## src/rtl/seg_scan_ctrl.sv

```systemverilog
// Scan controller for an 8-digit 7-segment display.
// Each digit slot is a BLANK gap followed by a SHOW period. The displayed value is updated only at frame boundaries.
module seg_scan_ctrl #(
   parameter int unsigned SHOW_CYCLES  = 100000,
   parameter int unsigned BLANK_CYCLES = 1000
) (
   input  logic        clk_i,
   input  logic        rst_i,
   input  logic [31:0] disp_in_i,
   input  logic        disp_we_i,
   input  logic [7:0]  en_mask_i,
   input  logic        lz_blank_i,
   output logic [3:0]  data_o,
   output logic [7:0]  sel_o,
   output logic        frame_done_o
);

   localparam int unsigned MaxCycles = (SHOW_CYCLES > BLANK_CYCLES) ? SHOW_CYCLES : BLANK_CYCLES;
   localparam int unsigned CntW      = (MaxCycles > 1) ? $clog2(MaxCycles) : 1;
   localparam logic [CntW-1:0] ShowLast  = CntW'(SHOW_CYCLES - 1);
   // With a gap of 0 or 1 cycles, BLANK lasts exactly one cycle.
   // A gap of 0 only occurs in the BLANK state entered at reset.
   localparam logic [CntW-1:0] BlankLast = (BLANK_CYCLES > 1) ? CntW'(BLANK_CYCLES - 1) : '0;
   localparam bit NoGap = (BLANK_CYCLES == 0);

   typedef enum logic [0:0] {StBlank, StShow} state_e;

   state_e          state_q, state_d;
   logic [CntW-1:0] cnt_q, cnt_d;
   logic [2:0]      idx_q, idx_d;
   logic [31:0]     pending_q, pending_d;
   logic [31:0]     shadow_q, shadow_d;
   logic [3:0]      data_q, data_d;
   logic [7:0]      sel_q, sel_d;
   logic            frame_done_q, frame_done_d;

   logic [4:0]      nib_lsb;
   logic [31:0]     upper_mask;
   logic            lz_hit;
   logic            frame_wrap;

   always_comb begin
      state_d    = state_q;
      cnt_d      = cnt_q + 1'b1;
      idx_d      = idx_q;
      shadow_d   = shadow_q;
      frame_wrap = 1'b0;
      pending_d  = disp_we_i ? disp_in_i : pending_q;

      case (state_q)
         StBlank: begin
            if (cnt_q == BlankLast) begin
               state_d = StShow;
               cnt_d   = '0;
            end
         end
         StShow: begin
            if (cnt_q == ShowLast) begin
               cnt_d   = '0;
               idx_d   = idx_q + 3'd1;
               state_d = NoGap ? StShow : StBlank;
               // Latch the pending value as it was before this edge.
               // A write arriving on this same cycle is shown one frame later.
               if (idx_q == 3'd7) begin
                  frame_wrap = 1'b1;
                  shadow_d   = pending_q;
               end
            end
         end
         default: begin
            state_d = StBlank;
            cnt_d   = '0;
         end
      endcase
   end

   // Outputs are registered from next-state values.
   // This keeps sel/data aligned with the slot the FSM is entering.
   always_comb begin
      nib_lsb    = {idx_d, 2'b00};
      upper_mask = 32'hFFFF_FFFF << nib_lsb;
      lz_hit     = lz_blank_i && (idx_d != 3'd0) && ((shadow_d & upper_mask) == 32'd0);
      data_d     = shadow_d[nib_lsb +: 4];
      sel_d      = 8'hFF;
      if ((state_d == StShow) && en_mask_i[idx_d] && !lz_hit) begin
         sel_d = ~(8'b1 << idx_d);
      end
      frame_done_d = frame_wrap;
   end

   always_ff @(posedge clk_i) begin
      if (rst_i) begin
         state_q      <= StBlank;
         cnt_q        <= '0;
         idx_q        <= 3'd0;
         pending_q    <= 32'd0;
         shadow_q     <= 32'd0;
         data_q       <= 4'd0;
         sel_q        <= 8'hFF;
         frame_done_q <= 1'b0;
      end else begin
         state_q      <= state_d;
         cnt_q        <= cnt_d;
         idx_q        <= idx_d;
         pending_q    <= pending_d;
         shadow_q     <= shadow_d;
         data_q       <= data_d;
         sel_q        <= sel_d;
         frame_done_q <= frame_done_d;
      end
   end

   assign data_o       = data_q;
   assign sel_o        = sel_q;
   assign frame_done_o = frame_done_q;

endmodule

```

## config.mk

```make
export PLATFORM = sky130hd
export DESIGN_NAME = seg_scan_ctrl
export DESIGN_NICKNAME = d
export VERILOG_FILES = /design/src/rtl/seg_scan_ctrl.sv
export SDC_FILE = /design/constraint.sdc
export NUM_CORES = 1
export LEC_CHECK = 0
export CAP_MARGIN = 40
export CORE_UTILIZATION = 60
export DETAILED_ROUTE_END_ITERATION = 8
export GPL_TIMING_DRIVEN = 1
export PLACE_DENSITY = 0.84
export SLEW_MARGIN = 20
export SYNTH_ARGS = -nofsm -noshare
export SYNTH_HDL_FRONTEND = slang
export SYNTH_SLANG_ARGS = --single-unit
```

## constraint.sdc

```tcl
create_clock -name clk_i -period 5.2 [get_ports clk_i]
set_input_delay 1.3 -clock clk_i [delete_from_list [all_inputs] [get_ports clk_i]]
set_output_delay 1.3 -clock clk_i [all_outputs]
set_load 0.02 [all_outputs]
```

==> results.sh, run 1 <==
export IMPL_status="complete, no violations"
export IMPL_slew_viol_final=0
export IMPL_synth_top_flop_cell="sky130_fd_sc_hd__dfxtp_1"
export IMPL_cellPowerDensity_mw_per_mm2=242
export IMPL_n_fill_cell=618
export IMPL_grt_first_pass_wirelength_mm=21.1
export IMPL_report_power_total_mw=1.37
export IMPL_detail_route_first_pass_iterations=6
export IMPL_min_period_over_period_pct=64.3
export IMPL_timing_clock_skew_ns=0.0118
export IMPL_power_leakage_nw=2.00
export IMPL_detail_route_wirelength_mm=12.8
export IMPL_timing_critical_path_slowest_cell_delay_ns=0.73
export IMPL_core_area_mm2=0.00785
export IMPL_wl_per_cell_um=18.0
export IMPL_async_reset_ff_share_pct=0
export IMPL_reg2reg_setup_slack_ns=1.86
export IMPL_areaGrowthSynthToFinish_pct=15.5
export IMPL_critical_path_max_fanout=19
export IMPL_fin_crit_ns=3.34
export IMPL_grt_pass1_vias=4277
export IMPL_numClockSinks=98
export IMPL_unrepaired_setup_endpoints_after_global_routing="false"
export IMPL_yosys_cell_count_top_type="sky130_fd_sc_hd__dfxtp_1"
export IMPL_grt_antenna_before_repair=0
export IMPL_end_kind="register"
export IMPL_ctsLongestPathBuffers=2
export IMPL_synth_lib_cells_used_distinct=65
export IMPL_routabilityCongestion=0.960
export IMPL_fp_dieH_um=92.6
export IMPL_ys_top_cells_by_count="98 x sky130_fd_sc_hd__dfxtp_1, 77 x sky130_fd_sc_hd__nand2_1, 74 x sky130_fd_sc_hd__nor2_1, 43 x sky130_fd_sc_hd__mux2i_1, 41 x sky130_fd_sc_hd__a21oi_1"
export IMPL_postSynthAreaPerCell_um2=8.59
export IMPL_dieArea_mm2=0.00857
export IMPL_hold_start="shadow_q[3]"
export IMPL_cts_tree="built"
export IMPL_worstHoldEndpoint="shadow_q[3]"
export IMPL_synth_area_leaders="sky130_fd_sc_hd__dfxtp_1 40%, sky130_fd_sc_hd__mux2i_1 8.7%, sky130_fd_sc_hd__nand2_1 5.9%"
export IMPL_tritoncts_num_buffers=9
export IMPL_crit_required_ns=5.45
export IMPL_yosys_area_share_adder_pct=0.762
export IMPL_worst_setup_hold_path_clk_slew_ns=0.09
export IMPL_start_util_pct=62.7
export IMPL_port_buffers=56
export IMPL_final_nets=655
export IMPL_drt_first_iter_violations=598
export IMPL_reg2reg_to="data_o[2]"
export IMPL_pin_count=57
export IMPL_vias=4651
export IMPL_timing_setup_tns_ns=0
export IMPL_number_of_storage_elements_in_the_synthesis_netlist=98
export IMPL_yosys_area_top_type_share_pct=39.8
export IMPL_synth_top_family_by_area="simple AND/OR/NAND/NOR gates"
export IMPL_drv_cap=0
export IMPL_net_switching_power_uw=328
export IMPL_crit_path_top_delay_cell="sky130_fd_sc_hd__and2_1"
export IMPL_grt_max_degree=40
export IMPL_insertion_delay_ns=0.37
export IMPL_seq_area_frac_synth_pct=39.8
export IMPL_grt_use_total_pct=31.1
export IMPL_worst_pin_slew_ns=0.867
export IMPL_grt_ovf=0
export IMPL_via_per_inst=6.50
export IMPL_remaining_drc_errors=0
export IMPL_cts_root_buffer="sky130_fd_sc_hd__clkbuf_8"
export IMPL_setup_viol=0
export IMPL_detail_route_antenna_nets=0
export IMPL_worstReg2RegStart="cnt_q[0]"
export IMPL_synth_net_count=620
export IMPL_std_cell_rows=32
export IMPL_seqPwrFrac_pct=57.2
export IMPL_synth_mux_area_share_pct=12.5
export IMPL_number_of_enable_type_register_cells_in_the_synthesized_netlist=0
export IMPL_critPathLaunchType="register"
export IMPL_timing_critical_path_cells="ha_1 > and4_1 > and2_1 > nand3_2 > nand2_1 > o2111ai_1 > a311oi_1"
export IMPL_cts_max_level=3
export IMPL_synthCells=573
export IMPL_post_synth_instance_area_mm2=0.00492
export IMPL_p_clk_share_pct=35.9
export IMPL_post_cts_resized=0
export IMPL_min_path_type="reg2reg"
export IMPL_swShare_pct=23.9
export IMPL_synth_compound_area_share_pct=16.8
export IMPL_number_of_hold_violations_in_the_final_report=0
export IMPL_hold_depth=2
export IMPL_criticalPathCategory="reg2reg"
export IMPL_fraction_of_final_layout_cells_sized_beyond_drive_strength_1_pct=8.97
export IMPL_cp_data_arrival_time_ns=3.59
export IMPL_internal_power_mw=1.05
export IMPL_holdBufCountCts=0
export IMPL_synth_largest_area_cell="sky130_fd_sc_hd__dfxtp_1"
export IMPL_p_comb_share_pct=7.0
export IMPL_synth_xor_area_share_pct=2.67
export IMPL_die_width_um=92.6
export IMPL_clock_fmax_mhz=299
export IMPL_ff2ff_path_depth=7
export IMPL_setup_fix_bufs_post_cts=0
export IMPL_synth_yosys_warnings=0
export IMPL_antenna_cells=0
export IMPL_hpwlAfterDp_mm=8.88
export IMPL_synthSimpleGateAreaFrac_pct=22.7
export IMPL_relSlewSlack_pct=42.2
export IMPL_vdd_ir_drop_max_mv=0.170
-- power groups by stage --
stage / clock network, mW / registers, mW / logic (mW)
floorplan: 0 / 0.796 / 0.0514
global placement: 0 / 0.802 / 0.0911
detailed placement: 0 / 0.803 / 0.0952
CTS: 0.495 / 0.785 / 0.0958
global route: 0.523 / 0.789 / 0.105
finish: 0.493 / 0.786 / 0.0959
-- cells by family (layout without fill, tap and decap cells) --
family,after synthesis,count (layout)
xor gates and xnor gates,15,15
DFF,98,98
muxes,56,56
adders and majority gates,3,3
buffers and inverters,50,90
and+or+nand+nor,233,233
AOI/OAI and AO/OA,118,118
-- placed cells by master (no fill, tap or decap), drive strengths merged, types with 8 or more instances in the layout --
cell | netlist | layout
dfxtp | 98 | 98
nand4 | 14 | 14
nor4 | 13 | 13
clkdlybuf4s50 | 0 | 54
nor3 | 9 | 9
o22ai | 9 | 9
mux2 | 9 | 9
clkbuf | 16 | 10
a21oi | 42 | 42
and3 | 8 | 8
buf | 23 | 9
nor2 | 75 | 75
inv | 11 | 13
xnor2 | 8 | 8
nand2 | 78 | 78
o211ai | 9 | 9
mux2i | 44 | 44
a211oi | 8 | 8
nand3 | 16 | 16
o21ai | 8 | 8
-- final cells by class --
type	count	area [um^2]	share of cell area, %
clock inverter	6	65.1	1.14
clock buffer	10	128	2.25
inverter	11	41.3	0.726
sequential	98	1960	34.5
timing repair buffer	63	636	11.2
tap	102	128	2.25
multi-input combinational	425	2730	47.9
-- critical path: cells and delay by family, from the launching register on --
kind | cells | cell delay [ns]
and+or+nand+nor | 4 | 1.96
AOI/OAI and AO/OA | 2 | 0.61
DFF | 1 | 0.40
adders and majority gates | 1 | 0.25
-- per-layer routing --
metal	vias to the layer above	wire length [um]	global-route usage, %
met5	-	0	0
met4	0	472	11.8
met3	63	1180	6.98
met2	279	5760	48.8
met1	2140	5430	41.6
li1	2169	-	-
-- worst max path at each step --
stage,cells past startpoint,end,slack [ns],from
after floorplan,4,pending_q[6],2.85,disp_we_i
after global placement,7,data_o[2],2.22,cnt_q[0]
after detailed placement,7,data_o[2],2.11,cnt_q[0]
after CTS,7,data_o[2],2.07,cnt_q[0]
after global routing,9,sel_o[7],1.82,idx_q[0]
final,7,data_o[2],1.86,cnt_q[0]
-- sequential cells by signal, summed over array words and instances, names as in the netlist --
signal,count
frame_done_o,1
shadow_q,32
state_q,1
cnt_q,17
sel_o,8
pending_q,32
idx_q,3
data_o,4
-- metrics by stage --
stage	utilization (%)	cell area, um^2	hold slack [ns]	worst slack, ns	cells
2_1_floorplan	-	4920	0.427	2.85	573
6_report	72.4	5680	0.470	1.86	715
4_1_cts	72.4	5680	0.467	2.07	715
5_1_grt	72.4	5680	0.489	1.82	715
3_3_place_gp	69.3	5440	0.449	2.22	696
3_5_place_dp	70.0	5490	0.451	2.11	699
Note: power is estimated with default switching activity, not from simulation.
==> run 2: changes to the inputs <==
CORE_UTILIZATION = 51   (was 60)
PLACE_DENSITY = 0.76   (was 0.84)
clock period = 2.7 ns   (was 5.2 ns; I/O delays follow)
==> results.sh, run 2 (synthesis gave the netlist of run 1 again) <==
export IMPL_status="complete, no violations"
export IMPL_std_cell_rows=35
export IMPL_end_kind="register"
export IMPL_worst_pin_slew_ns=0.779
export IMPL_areaGrowthSynthToFinish_pct=18.9
export IMPL_port_buffers=56
export IMPL_internal_power_mw=2.11
export IMPL_reg2reg_to="data_o[2]"
export IMPL_number_of_hold_violations_in_the_final_report=0
export IMPL_grt_first_pass_wirelength_mm=21.0
export IMPL_critPathLaunchType="register"
export IMPL_post_route_util_pct=63.0
export IMPL_ff2ff_path_depth=7
export IMPL_antenna_cells=0
export IMPL_cts_root_buffer="sky130_fd_sc_hd__clkbuf_8"
export IMPL_detail_route_wirelength_mm=12.9
export IMPL_vdd_ir_drop_max_mv=0.279
export IMPL_p_clk_share_pct=38.6
export IMPL_hpwlAfterDp_mm=9.23
export IMPL_drv_cap=0
export IMPL_min_period_over_period_pct=91.3
export IMPL_numClockSinks=98
export IMPL_unrepaired_setup_endpoints_after_global_routing="false"
export IMPL_worstReg2RegStart="cnt_q[0]"
export IMPL_relSlewSlack_pct=48.1
export IMPL_cellPowerDensity_mw_per_mm2=472
export IMPL_timing_critical_path_slowest_cell_delay_ns=0.40
export IMPL_holdBufCountCts=0
export IMPL_final_nets=672
export IMPL_routabilityCongestion=0.950
export IMPL_grt_max_degree=74
export IMPL_most_common_cell_after_layout_fill_and_taps_aside="sky130_fd_sc_hd__dfxtp_1"
export IMPL_wl_per_cell_um=17.0
export IMPL_timing_clock_skew_ns=0.0107
export IMPL_min_path_type="reg2reg"
export IMPL_final_cell_mix="98 x sky130_fd_sc_hd__dfxtp_1, 77 x sky130_fd_sc_hd__nand2_1, 74 x sky130_fd_sc_hd__nor2_1"
export IMPL_power_leakage_nw=2.09
export IMPL_stdcell_area_mm2=0.00585
export IMPL_fin_crit_ns=2.47
export IMPL_core_area_mm2=0.00928
export IMPL_p_comb_share_pct=6.7
export IMPL_setup_viol=0
export IMPL_hold_start="shadow_q[2]"
export IMPL_grt_pass1_vias=4193
export IMPL_remaining_drc_errors=0
export IMPL_hold_depth=2
export IMPL_layout_top_registers="pending_q (32), shadow_q (32), cnt_q (17)"
export IMPL_ctsLongestPathBuffers=2
export IMPL_fp_dieH_um=100
export IMPL_cts_max_level=3
export IMPL_die_width_um=100
export IMPL_reg2reg_setup_slack_ns=0.23
export IMPL_drt_first_iter_violations=267
export IMPL_fraction_of_final_layout_cells_sized_beyond_drive_strength_1_pct=11.7
export IMPL_timing_critical_path_cells="ha_1 > and4_1 > nand2_1 > o21ai_4 > nand2_1 > a311oi_1 > a311oi_1"
export IMPL_grt_ovf=0
export IMPL_swShare_pct=23.5
export IMPL_tritoncts_num_buffers=9
export IMPL_via_per_inst=5.96
export IMPL_grt_use_total_pct=26.4
export IMPL_clock_fmax_mhz=406
export IMPL_crit_path_top_delay_cell="sky130_fd_sc_hd__dfxtp_1"
export IMPL_cts_tree="built"
export IMPL_start_util_pct=53.0
export IMPL_critical_path_max_fanout=9
export IMPL_worst_setup_hold_path_clk_slew_ns=0.10
export IMPL_grt_antenna_before_repair=0
export IMPL_seqPwrFrac_pct=54.8
export IMPL_criticalPathCategory="reg2reg"
export IMPL_timing_setup_tns_ns=0
export IMPL_worstHoldEndpoint="shadow_q[2]"
export IMPL_net_switching_power_uw=648
export IMPL_post_dp_cell_area_mm2=0.00562
export IMPL_insertion_delay_ns=0.37
export IMPL_detail_route_first_pass_iterations=5
export IMPL_crit_required_ns=2.91
export IMPL_dieArea_mm2=0.0101
export IMPL_vias=4521
export IMPL_slew_viol_final=0
export IMPL_detail_route_antenna_nets=0
export IMPL_cp_data_arrival_time_ns=2.68
export IMPL_n_fill_cell=812
export IMPL_pin_count=57
[run 2: cell type report]
cell class / count / area (um^2) / area share (%)
multi-input combinational: 425 / 2730 / 46.7
sequential: 98 / 1960 / 33.5
timing repair buffer: 80 / 731 / 12.5
tap: 129 / 161 / 2.76
clock buffer: 9 / 124 / 2.12
clock inverter: 7 / 98.8 / 1.69
inverter: 11 / 41.3 / 0.706
[run 2: power by group through the flow]
stage / registers [mW] / logic, mW / clock network [mW]
floorplan: 1.53 / 0.0990 / 0
global placement: 1.54 / 0.177 / 0
detailed placement: 1.54 / 0.183 / 0
CTS: 1.51 / 0.185 / 1.08
global route: 1.52 / 0.200 / 1.14
finish: 1.51 / 0.184 / 1.06
[run 2: how the worst max path moves through the flow]
stage	startpoint	end	slack (ns)	cells after the start
finish	cnt_q[0]	data_o[2]	0.23	7
global route	cnt_q[0]	data_o[3]	0.1	7
floorplan	idx_q[0]	data_o[2]	0.62	9
CTS	cnt_q[0]	data_o[2]	0.08	8
global placement	cnt_q[0]	data_o[2]	0.28	7
detailed placement	cnt_q[0]	data_o[2]	0.12	8
[run 2: worst max-delay path, delay by kind of cell, from the launching register on]
kind            cells  cell delay, ns
fa+ha+maj           1            0.24
flops               1            0.40
compound gates      3            0.85
simple gates        3            0.82
[run 2: metrics by stage]
| step | cells | hold slack [ns] | setup slack, ns | power, mW |
|---|---|---|---|---|
| 6_report | 759 | 0.471 | 0.235 | 2.76 |
| 5_1_grt | 759 | 0.488 | 0.0962 | 2.86 |
| 4_1_cts | 759 | 0.475 | 0.0836 | 2.77 |
| 3_5_place_dp | 743 | 0.461 | 0.118 | 1.73 |
| 3_3_place_gp | 742 | 0.449 | 0.277 | 1.72 |
| 2_1_floorplan | 573 | 0.427 | 0.624 | 1.63 |
[run 2: repair_timing]
action                     4_1_cts  5_1_grt
buffers inserted                 0        0
resized for setup                0        2
setup endpoints to repair        0        3
[run 2: metal layers]
layer | part of all wire, % | track usage [%] | vias up
met3 | 7.2 | 5.78 | 28
met1 | 46 | 36.6 | 2122
met5 | 0 | 0 | -
met2 | 45 | 40.6 | 185
met4 | 2.3 | 9.14 | 0
li1 | - | - | 2186
